File: src/rtl/button_conditioner_if.sv
// ---------------------------------------------------------------------------
// button_conditioner_if
//
// Groups the raw board push-buttons and the conditioned outputs that the
// button conditioner produces for the mode/root controller.
//
// Signals:
//   center_raw, left_raw, right_raw, down_raw : raw, asynchronous, active-high
//   center_but, left_but, right_but, down_but : one-cycle press pulses
//   held[3:0]                                 : debounced levels
//                                               {down, right, left, center}
//
// Modports:
//   master : board / stimulus side (drives raw buttons, observes outputs)
//   slave  : the conditioner itself (reads raw buttons, drives outputs)
// ---------------------------------------------------------------------------
interface button_conditioner_if;
    logic       center_raw;
    logic       left_raw;
    logic       right_raw;
    logic       down_raw;

    logic       center_but;
    logic       left_but;
    logic       right_but;
    logic       down_but;
    logic [3:0] held;

    modport master (
        output center_raw, left_raw, right_raw, down_raw,
        input  center_but, left_but, right_but, down_but, held
    );

    modport slave (
        input  center_raw, left_raw, right_raw, down_raw,
        output center_but, left_but, right_but, down_but, held
    );
endinterface

File: src/rtl/button_conditioner.sv
// ---------------------------------------------------------------------------
// button_conditioner
//
// Turns the four raw, bouncing board push-buttons (center, left, right, down)
// into clean, synchronized, single-cycle press pulses for the mode/root
// controller, and exports the debounced level of each button.
//
// Every button has its own identical channel:
//   2-flop synchronizer -> debounce FSM (RELEASED / PRESS_WAIT / PRESSED /
//   RELEASE_WAIT) -> registered pulse and registered held level.
// A press pulse appears DEBOUNCE_CYCLES+3 edges after the first edge that
// samples the raw input high; releases never pulse.
//
// Parameters:
//   DEBOUNCE_CYCLES : stable synchronized samples needed to accept a change (>=1)
//   REPEAT_DELAY    : held cycles before the first auto-repeat pulse
//   REPEAT_PERIOD   : cycles between subsequent auto-repeat pulses
//
// Ports:
//   clk   : system clock
//   reset : asynchronous, active-low reset
//   btn   : button_conditioner_if.slave (raw inputs, pulses, held levels)
//
// Optional feature (macro BUTTON_AUTO_REPEAT_EN):
//   When defined, the left and right channels emit additional one-cycle
//   pulses while the button stays PRESSED: the first REPEAT_DELAY cycles
//   after the initial press pulse, then every REPEAT_PERIOD cycles.
//   Center and down never repeat. When undefined, no repeat logic exists.
// ---------------------------------------------------------------------------
module button_conditioner #(
    parameter int DEBOUNCE_CYCLES = 250000,
    parameter int REPEAT_DELAY    = 12500000,
    parameter int REPEAT_PERIOD   = 2500000
) (
    input  logic                 clk,
    input  logic                 reset,
    button_conditioner_if.slave  btn
);

    // One counter width covers the debounce count and the repeat counts, so
    // none of them can ever wrap.
    localparam int MAX_AB  = (DEBOUNCE_CYCLES > REPEAT_DELAY) ? DEBOUNCE_CYCLES : REPEAT_DELAY;
    localparam int MAX_ALL = (MAX_AB > REPEAT_PERIOD) ? MAX_AB : REPEAT_PERIOD;
    localparam int CNT_W   = (MAX_ALL < 1) ? 1 : $clog2(MAX_ALL + 1);

    localparam logic [CNT_W-1:0] DEB_VAL = CNT_W'(DEBOUNCE_CYCLES);
    localparam logic [CNT_W-1:0] CNT_ONE = CNT_W'(1);

    typedef enum logic [1:0] {
        RELEASED     = 2'd0,
        PRESS_WAIT   = 2'd1,
        PRESSED      = 2'd2,
        RELEASE_WAIT = 2'd3
    } chan_state_t;

    // Channel index order matches held: {down, right, left, center}.
    logic [3:0] raw_vec;
    logic [3:0] pulse_vec;
    logic [3:0] held_vec;

    assign raw_vec = {btn.down_raw, btn.right_raw, btn.left_raw, btn.center_raw};

    for (genvar gi = 0; gi < 4; gi++) begin : g_chan
        logic [1:0]       sync_reg;
        logic             samp;
        chan_state_t      state_reg;
        chan_state_t      state_next;
        logic [CNT_W-1:0] cnt_reg;
        logic [CNT_W-1:0] cnt_next;
        logic             pulse_reg;
        logic             pulse_next;
        logic             held_reg;
        logic             held_next;
        logic             rpt_fire;

        // Second synchronizer stage is the only sample the FSM ever sees.
        assign samp = sync_reg[1];

        always_ff @(posedge clk or negedge reset) begin
            if (!reset) begin
                sync_reg  <= 2'b00;
                state_reg <= RELEASED;
                cnt_reg   <= '0;
                pulse_reg <= 1'b0;
                held_reg  <= 1'b0;
            end else begin
                sync_reg  <= {sync_reg[0], raw_vec[gi]};
                state_reg <= state_next;
                cnt_reg   <= cnt_next;
                pulse_reg <= pulse_next;
                held_reg  <= held_next;
            end
        end

        always_comb begin
            state_next = state_reg;
            cnt_next   = cnt_reg;
            pulse_next = 1'b0;

            case (state_reg)
                RELEASED: begin
                    if (samp) begin
                        state_next = PRESS_WAIT;
                        cnt_next   = CNT_ONE;
                    end
                end

                PRESS_WAIT: begin
                    if (!samp) begin
                        // Bounce rejected.
                        state_next = RELEASED;
                        cnt_next   = '0;
                    end else if (cnt_reg == DEB_VAL) begin
                        state_next = PRESSED;
                        cnt_next   = '0;
                        pulse_next = 1'b1;
                    end else begin
                        cnt_next = cnt_reg + CNT_ONE;
                    end
                end

                PRESSED: begin
                    if (!samp) begin
                        state_next = RELEASE_WAIT;
                        cnt_next   = CNT_ONE;
                    end else begin
                        pulse_next = rpt_fire;
                    end
                end

                RELEASE_WAIT: begin
                    if (samp) begin
                        // Release bounce: still pressed, and no new pulse.
                        state_next = PRESSED;
                        cnt_next   = '0;
                    end else if (cnt_reg == DEB_VAL) begin
                        state_next = RELEASED;
                        cnt_next   = '0;
                    end else begin
                        cnt_next = cnt_reg + CNT_ONE;
                    end
                end

                default: begin
                    state_next = RELEASED;
                    cnt_next   = '0;
                end
            endcase

            // held is registered from the next state so it changes in the
            // same cycle as the registered pulse and never glitches.
            held_next = (state_next == PRESSED) || (state_next == RELEASE_WAIT);
        end

`ifdef BUTTON_AUTO_REPEAT_EN
        if ((gi == 1) || (gi == 2)) begin : g_rpt
            localparam logic [CNT_W-1:0] DELAY_LAST  = CNT_W'(REPEAT_DELAY - 1);
            localparam logic [CNT_W-1:0] PERIOD_LAST = CNT_W'(REPEAT_PERIOD - 1);

            logic [CNT_W-1:0] rpt_cnt_reg;
            logic [CNT_W-1:0] rpt_cnt_next;
            logic             rpt_first_reg;   // 1 until the first repeat has fired
            logic             rpt_first_next;
            logic             fire;

            always_ff @(posedge clk or negedge reset) begin
                if (!reset) begin
                    rpt_cnt_reg   <= '0;
                    rpt_first_reg <= 1'b1;
                end else begin
                    rpt_cnt_reg   <= rpt_cnt_next;
                    rpt_first_reg <= rpt_first_next;
                end
            end

            // The counter only runs while the FSM stays in PRESSED; any exit
            // (including a bounce through RELEASE_WAIT) restarts the delay.
            // Firing on count N-1 makes the registered pulse land exactly N
            // cycles after the previous one.
            always_comb begin
                rpt_cnt_next   = '0;
                rpt_first_next = 1'b1;
                fire           = 1'b0;
                if ((state_reg == PRESSED) && samp) begin
                    rpt_first_next = rpt_first_reg;
                    if (rpt_cnt_reg == (rpt_first_reg ? DELAY_LAST : PERIOD_LAST)) begin
                        fire           = 1'b1;
                        rpt_cnt_next   = '0;
                        rpt_first_next = 1'b0;
                    end else begin
                        rpt_cnt_next = rpt_cnt_reg + CNT_ONE;
                    end
                end
            end

            assign rpt_fire = fire;
        end else begin : g_no_rpt
            assign rpt_fire = 1'b0;
        end
`else
        assign rpt_fire = 1'b0;
`endif

        assign pulse_vec[gi] = pulse_reg;
        assign held_vec[gi]  = held_reg;
    end

    assign btn.center_but = pulse_vec[0];
    assign btn.left_but   = pulse_vec[1];
    assign btn.right_but  = pulse_vec[2];
    assign btn.down_but   = pulse_vec[3];
    assign btn.held       = held_vec;

endmodule
File: src/flat_wrapper.sv
// flat-port wrapper written by rule: the top's interface ports become plain ports
module button_conditioner_flat 
#(
    parameter int DEBOUNCE_CYCLES = 250000,
    parameter int REPEAT_DELAY    = 12500000,
    parameter int REPEAT_PERIOD   = 2500000
)
  (clk, reset, btn_center_raw, btn_left_raw, btn_right_raw, btn_down_raw, btn_center_but, btn_left_but, btn_right_but, btn_down_but, btn_held);
  button_conditioner_if btn_i ();
  input  logic clk;
  input  logic reset;
  input wire logic [$bits(btn_i.center_raw)-1:0] btn_center_raw;
  input wire logic [$bits(btn_i.left_raw)-1:0] btn_left_raw;
  input wire logic [$bits(btn_i.right_raw)-1:0] btn_right_raw;
  input wire logic [$bits(btn_i.down_raw)-1:0] btn_down_raw;
  output wire logic [$bits(btn_i.center_but)-1:0] btn_center_but;
  output wire logic [$bits(btn_i.left_but)-1:0] btn_left_but;
  output wire logic [$bits(btn_i.right_but)-1:0] btn_right_but;
  output wire logic [$bits(btn_i.down_but)-1:0] btn_down_but;
  output wire logic [$bits(btn_i.held)-1:0] btn_held;
  assign btn_i.center_raw = btn_center_raw;
  assign btn_i.left_raw = btn_left_raw;
  assign btn_i.right_raw = btn_right_raw;
  assign btn_i.down_raw = btn_down_raw;
  assign btn_center_but = btn_i.center_but;
  assign btn_left_but = btn_i.left_but;
  assign btn_right_but = btn_i.right_but;
  assign btn_down_but = btn_i.down_but;
  assign btn_held = btn_i.held;
  button_conditioner #(.DEBOUNCE_CYCLES(DEBOUNCE_CYCLES), .REPEAT_DELAY(REPEAT_DELAY), .REPEAT_PERIOD(REPEAT_PERIOD)) u_core (.clk(clk), .reset(reset), .btn(btn_i));
endmodule
File: config.mk
export PLATFORM = sky130hd
export DESIGN_NAME = button_conditioner_flat
export DESIGN_NICKNAME = d
export VERILOG_FILES = /design/src/rtl/button_conditioner_if.sv /design/src/rtl/button_conditioner.sv /design/src/flat_wrapper.sv
export SDC_FILE = /design/constraint.sdc
export NUM_CORES = 1
export LEC_CHECK = 0
export CAP_MARGIN = 10
export CELL_PAD_IN_SITES_DETAIL_PLACEMENT = 0
export CELL_PAD_IN_SITES_GLOBAL_PLACEMENT = 1
export CORE_MARGIN = 4
export CORE_UTILIZATION = 52
export DETAILED_ROUTE_END_ITERATION = 8
export PLACE_DENSITY = 0.9
export SKIP_CTS_REPAIR_TIMING = 1
export SYNTH_ARGS = -nofsm -noshare
export SYNTH_HDL_FRONTEND = slang
export SYNTH_SLANG_ARGS = --single-unit
File: constraint.sdc
create_clock -name clk -period 5.1 [get_ports clk]
set_input_delay 1.02 -clock clk [delete_from_list [all_inputs] [get_ports clk]]
set_output_delay 1.02 -clock clk [all_outputs]
set_load 0.1 [all_outputs]
==> out/metrics.cfg, run 1 <==
[drt]
drtIter0Drc=394
num_vias=5493
postRouteAntennaNets=0
routed_wl_um=14200
wl_per_cell_um=15.7
drc=0
drt_pass1_iterations=5
vias_per_cell=6.10

[placed_design]
dp_hpwl_um=9030
place_inst=867
placed_area_um2=6650
io_buffers=13
routabilityCongestion=0.836

[yosys]
ys_seq_area_share_pct=46.8
synth_area_leaders=dfrtp_1 47%, a21oi_1 4.9%, nand2_1 4.7%
synth_area_per_cell_um2=9.00
synthMostInstantiatedCell=dfrtp_1
netlist_instances=713
yosysTopAreaCell=dfrtp_1
synthArstFlopShare_pct=100
synth-edff-count=0
synth_ff_type=dfrtp_1
yosys.area.top_type_share_pct=46.8
synthDistinctLibCells=56
synth_nets=727
synth_common_cells=120 x dfrtp_1, 80 x nand2_1, 63 x a21oi_1
yosysWarnings=0
ys_ff_latch=120
synth_area_um2=6420

[power_and_ir_drop]
p_leak_nw=2.93
ir_worst_vdd_uv=237
powerDensity_nw_per_um2=318
total_power_mw=2.30

[floorplanning]
pin_count=14
fp.dieW_um=119
initial_core_util_pct=53.2
die-area_um2=14200
row_count=40
die_h_um=119
core_region_area_um2=12100

[worst_setup_path]
path_cells=clkdlybuf4s50_1
crit_fanout=1
crit_type=flip-flop to output port
end_kind=output port
cp_top_family=buffers and inverters
cp.buffers_inverters=1
critPathRequiredTime_ns=4.08
critPathSlowestCell=clkdlybuf4s50_1
cp-start-kind=flip-flop
arrival_ns=1.88
max_stage_delay_ns=1.13

[finish]
fin_util_pct=60.0
syn2layout_area_growth_pct=12.7
antenna_cells=0
multi_input_area_um2=3150
largest_reg_flops=96
final_cell_area_um2=7240
drive_gt1_share_pct=8.88
fill_cells=1013
finalNetCount=733
seqCellArea_um2=3000
fin_cells=900

[timing]
setup_tns_ns=0
fin_crit_sh_pct=56.8
setup_viol=0
relSlewSlack_pct=32.9
finalCriticalPeriod_ns=2.90
rsz0062_at_grt=no
clock_skew_ns=0.0106
finalMaxSlewViolations=0
hold_viol_final=0
max_freq_mhz=345
worst_pin_slew_ns=0.998

[clock_tree]
clock_path_buffers=2
cts_tree=done
path_clk_slew_ns=0.06
insertion_delay_ns=0.42
htree_num_levels=4
cts_root_buf=clkbuf_16
cts.sinks=120
cts_buffers=17

[grt]
antenna_found_initial=0
grt_pass1_wl_um=24300
grt.total_usage_pct=20.5
grt_max_degree=54
gr-total-overflow=0
grt_pass1_vias=5095

[outcome]
status=complete, no violations

[job]
maxCapViolCount=0

[hold_path]
hp-class=flip-flop to flip-flop

-- layer usage --
metal  GRT usage [%]  up-vias  share of wire, %  wire length, um
met4            6.95        0              0.92              131
met3            4.51       11               3.5              492
met2            32.0      106                48             6790
met1            28.3     2706                48             6740
li1                -     2670                 -                -
met5               0        -                 0                0
-- layout by cell type (no fill, tap or decap), types with 3 or more instances in the layout --
master / synthesis / final
o211ai_1: 5 / 5
a21o_1: 5 / 5
a21oi_1: 63 / 61
nand3_1: 49 / 49
nand4_1: 26 / 26
nor4_1: 14 / 14
o21ai_0: 48 / 48
nor4bb_1: 3 / 3
or4_1: 7 / 7
clkinvlp_4: 0 / 5
ha_1: 8 / 8
inv_1: 29 / 29
or2_2: 6 / 6
nor4b_1: 3 / 3
mux2i_1: 8 / 8
nor3_1: 20 / 20
xor2_1: 6 / 6
a41oi_1: 10 / 10
or3_1: 10 / 10
buf_4: 4 / 8
nand2b_1: 10 / 10
dfrtp_1: 120 / 120
a22o_1: 5 / 5
clkdlybuf4s50_1: 0 / 12
a31oi_1: 43 / 43
and4_1: 6 / 6
nor2b_1: 4 / 4
nor2_1: 33 / 33
o31a_1: 4 / 4
o21a_1: 6 / 6
and3_1: 8 / 8
mux2_2: 9 / 9
clkbuf_16: 0 / 17
and2_1: 7 / 7
nand2_1: 80 / 80
clkinv_4: 0 / 3
-- cell families (layout without fill, tap and decap cells) --
group	Yosys count	after routing	synth area share (%)
adders and majority gates	8	8	1.56
xor gates and xnor gates	8	8	1.09
AOI/OAI and AO/OA	197	197	18.3
buffers and inverters	63	82	4.29
and+or+nand+nor	300	300	25.1
muxes	17	17	2.83
DFF	120	120	46.8
-- layout make-up --
type	count	area share, %
flip-flops and latches	120	41.5
well taps	168	2.90
multi-input cells	530	43.5
clock inverters	14	2.09
inverters	29	1.50
clock buffers	18	5.93
repair buffers	21	2.56
-- power breakdown --
group          internal (mW)  leakage, nW  switching (mW)
Sequential             0.972         1.63          0.0277
Clock                  0.721        0.269           0.457
Combinational         0.0421         1.03          0.0833
-- stage by stage --
stage / setup slack [ns] / hold slack [ns]
after floorplan: 2.81 / 0.331
after global placement: 2.59 / 0.334
after detailed placement: 2.51 / 0.337
after CTS: 2.19 / 0.350
after global routing: 2.16 / 0.356
final: 2.20 / 0.346
-- worst paths after layout --
path                                              start                      endpoint  slack (ns)  depth (start not counted)
max                           u_core.g_chan[0].held_reg                   btn_held[0]        2.20                          1
min                        u_core.g_chan[1].sync_reg[0]  u_core.g_chan[1].sync_reg[1]        0.35                          0
max reg2reg                 u_core.g_chan[2].cnt_reg[0]   u_core.g_chan[2].cnt_reg[3]        2.48                          8
min reg2reg                u_core.g_chan[1].sync_reg[0]  u_core.g_chan[1].sync_reg[1]        0.35                          0
max in group asynchronous                         reset  u_core.g_chan[0].cnt_reg[13]        3.57                          2
min in group asynchronous                         reset  u_core.g_chan[3].cnt_reg[10]        0.52                          1
Power figures use the tool's default switching activity.
==> run 2: changes to the inputs <==
--- a/config.mk
+++ b/config.mk
@@ -9,9 +9,9 @@
 export CELL_PAD_IN_SITES_DETAIL_PLACEMENT = 0
 export CELL_PAD_IN_SITES_GLOBAL_PLACEMENT = 1
 export CORE_MARGIN = 4
-export CORE_UTILIZATION = 52
+export CORE_UTILIZATION = 49
 export DETAILED_ROUTE_END_ITERATION = 8
-export PLACE_DENSITY = 0.9
+export PLACE_DENSITY = 0.86
 export SKIP_CTS_REPAIR_TIMING = 1
 export SYNTH_ARGS = -nofsm -noshare
 export SYNTH_HDL_FRONTEND = slang
==> constraint.sdc (replaced) <==
create_clock -name clk -period 2.7 [get_ports clk]
set_input_delay 0.54 -clock clk [delete_from_list [all_inputs] [get_ports clk]]
set_output_delay 0.54 -clock clk [all_outputs]
set_load 0.1 [all_outputs]
==> out/metrics.cfg, run 2 (synthesized netlist as in run 1, its figures left out) <==
[drt]
num_vias=5509  ; +0.29%
routed_wl_um=14100  ; -0.29%
drc=0  ; unchanged
vias_per_cell=6.03  ; -1.2%
wl_per_cell_um=15.5  ; -1.8%
drt_pass1_iterations=5  ; unchanged
drtIter0Drc=490  ; +24%
postRouteAntennaNets=0  ; unchanged

[clock_tree]
cts.sinks=120  ; unchanged
cts_root_buf=clkbuf_16
path_clk_slew_ns=0.05  ; about the same
clock_path_buffers=2  ; unchanged
cts_buffers=17  ; unchanged
htree_num_levels=4  ; unchanged
insertion_delay_ns=0.43  ; about the same
cts_tree=done

[timing]
setup_viol=0  ; unchanged
hold_viol_final=0  ; unchanged
clock_skew_ns=0.0108  ; +0.000237 ns
setup_tns_ns=0  ; unchanged
worst_pin_slew_ns=0.956  ; -0.0420 ns
fin_crit_sh_pct=89.4
rsz0062_at_grt=no
finalCriticalPeriod_ns=2.41
max_freq_mhz=414
relSlewSlack_pct=36.3  ; +3.4 points
finalMaxSlewViolations=0  ; unchanged
setup_ws_ns=0.286  ; -1.91 ns

[finish]
syn2layout_area_growth_pct=15.5
fill_cells=1172  ; +16%
final_common_cell=dfrtp_1
seqCellArea_um2=3000  ; unchanged
multi_input_area_um2=3150  ; +0.16%
finalNetCount=745  ; +1.6%
drive_gt1_share_pct=11.3  ; +2.4 points
layout_common_cells=120 x dfrtp_1, 80 x nand2_1, 61 x a21oi_1, 49 x nand3_1, 48 x o21ai_0
antenna_cells=0  ; unchanged
largest_reg_flops=96  ; unchanged
fin_cells=914  ; +1.6%

[floorplanning]
core_region_area_um2=12700  ; +5.5%
die-area_um2=15000  ; +5.7%
fp.dieW_um=122  ; +2.8%
initial_core_util_pct=50.5  ; -2.8 points
pin_count=14  ; unchanged
die_h_um=122  ; +2.8%
row_count=41  ; +2.5%

[worst_setup_path]
arrival_ns=2.74  ; +0.86 ns
crit_type=flip-flop to flip-flop
cp-start-kind=flip-flop
critPathRequiredTime_ns=3.03  ; -1.05 ns
regToRegSetupSlack_ns=0.29  ; -2.19 ns
crit_fanout=15  ; +14
end_kind=flip-flop

[grt]
grt_pass1_vias=5294  ; +3.9%
gr-total-overflow=0  ; unchanged
grt_max_degree=47  ; -13%
antenna_found_initial=0  ; unchanged
grt_pass1_wl_um=24900  ; +2.6%
grt.total_usage_pct=20.7  ; +0.19 points

[job]
maxCapViolCount=0  ; unchanged

[power_and_ir_drop]
ir_worst_vdd_uv=419  ; +77%
p_leak_nw=3.07  ; +4.7%
powerDensity_nw_per_um2=627  ; +97%
total_power_mw=4.65  ; +100%

[placed_design]
place_ws_ns=0.227  ; -2.28 ns
routabilityCongestion=0.818  ; -2.2%
io_buffers=13  ; unchanged
place_inst=884  ; +2.0%
dp_hpwl_um=9440  ; +4.5%

[hold_path]
hp-class=input pin to asynchronous set/reset pin

[outcome]
status=complete, no violations

[run 2: changes by cell type in the layout (fill, tap and decap cells not counted), sizes merged]
cell,previous run,this run
buf,8,29
clkdlybuf4s50,12,4
clkinvlp,5,1
bufinv,2,5
clkbuf,19,22
clkinv,5,2
inv,31,29
[run 2: worst paths after layout]
kind,to,cells past startpoint,from
worst min-delay path,u_core.g_chan[3].cnt_reg[7],1,reset
worst max-delay path,u_core.g_chan[1].cnt_reg[5],7,u_core.g_chan[1].cnt_reg[0]
min in group clk,u_core.g_chan[1].sync_reg[1],0,u_core.g_chan[1].sync_reg[0]
max in group asynchronous,u_core.g_chan[2].cnt_reg[8],2,reset
worst min register to register,u_core.g_chan[1].sync_reg[1],0,u_core.g_chan[1].sync_reg[0]
worst max register to register,u_core.g_chan[1].cnt_reg[5],7,u_core.g_chan[1].cnt_reg[0]
[run 2: cell type report]
class,instances,area share (%)
Sequential cell,120,40.5
Clock inverter,8,2.26
Clock buffer,22,6.53
Inverter,29,1.47
Tap cell,172,2.90
Timing Repair Buffer,33,3.81
Multi-Input combinational cell,530,42.5
[run 2: critical path, stage by stage, from the launching register on]
cell and delay [ns]:
dfrtp_1 0.46, inv_1 0.07, ha_1 0.19, and4_2 0.20, a21oi_1 0.76, buf_4 0.35, a21oi_1 0.08, o21ai_0 0.19
[run 2: power breakdown]
group          switching [mW]  leakage, nW  internal (mW)  total (mW)
Combinational           0.160         1.11         0.0890       0.249
Clock                   0.792        0.318           1.72        2.51
Sequential             0.0509         1.63           1.84        1.89
Total                    1.00         3.07           3.65        4.65
[run 2: routing by layer]
metal	track usage, %	up-vias	routed length, um
met3	5.53	18	505
li1	-	2705	-
met2	31.8	97	6530
met4	7.21	0	200
met5	0	-	0
met1	28.4	2689	6880
[run 2: through the flow]
stage,util (%),area [um^2],hold WS [ns]
after floorplan,-,6420,0.244
after global placement,53.1,6760,0.332
after detailed placement,53.1,6760,0.338
after CTS,58.3,7410,0.135
after global routing,58.3,7420,0.154
final,58.3,7420,0.108
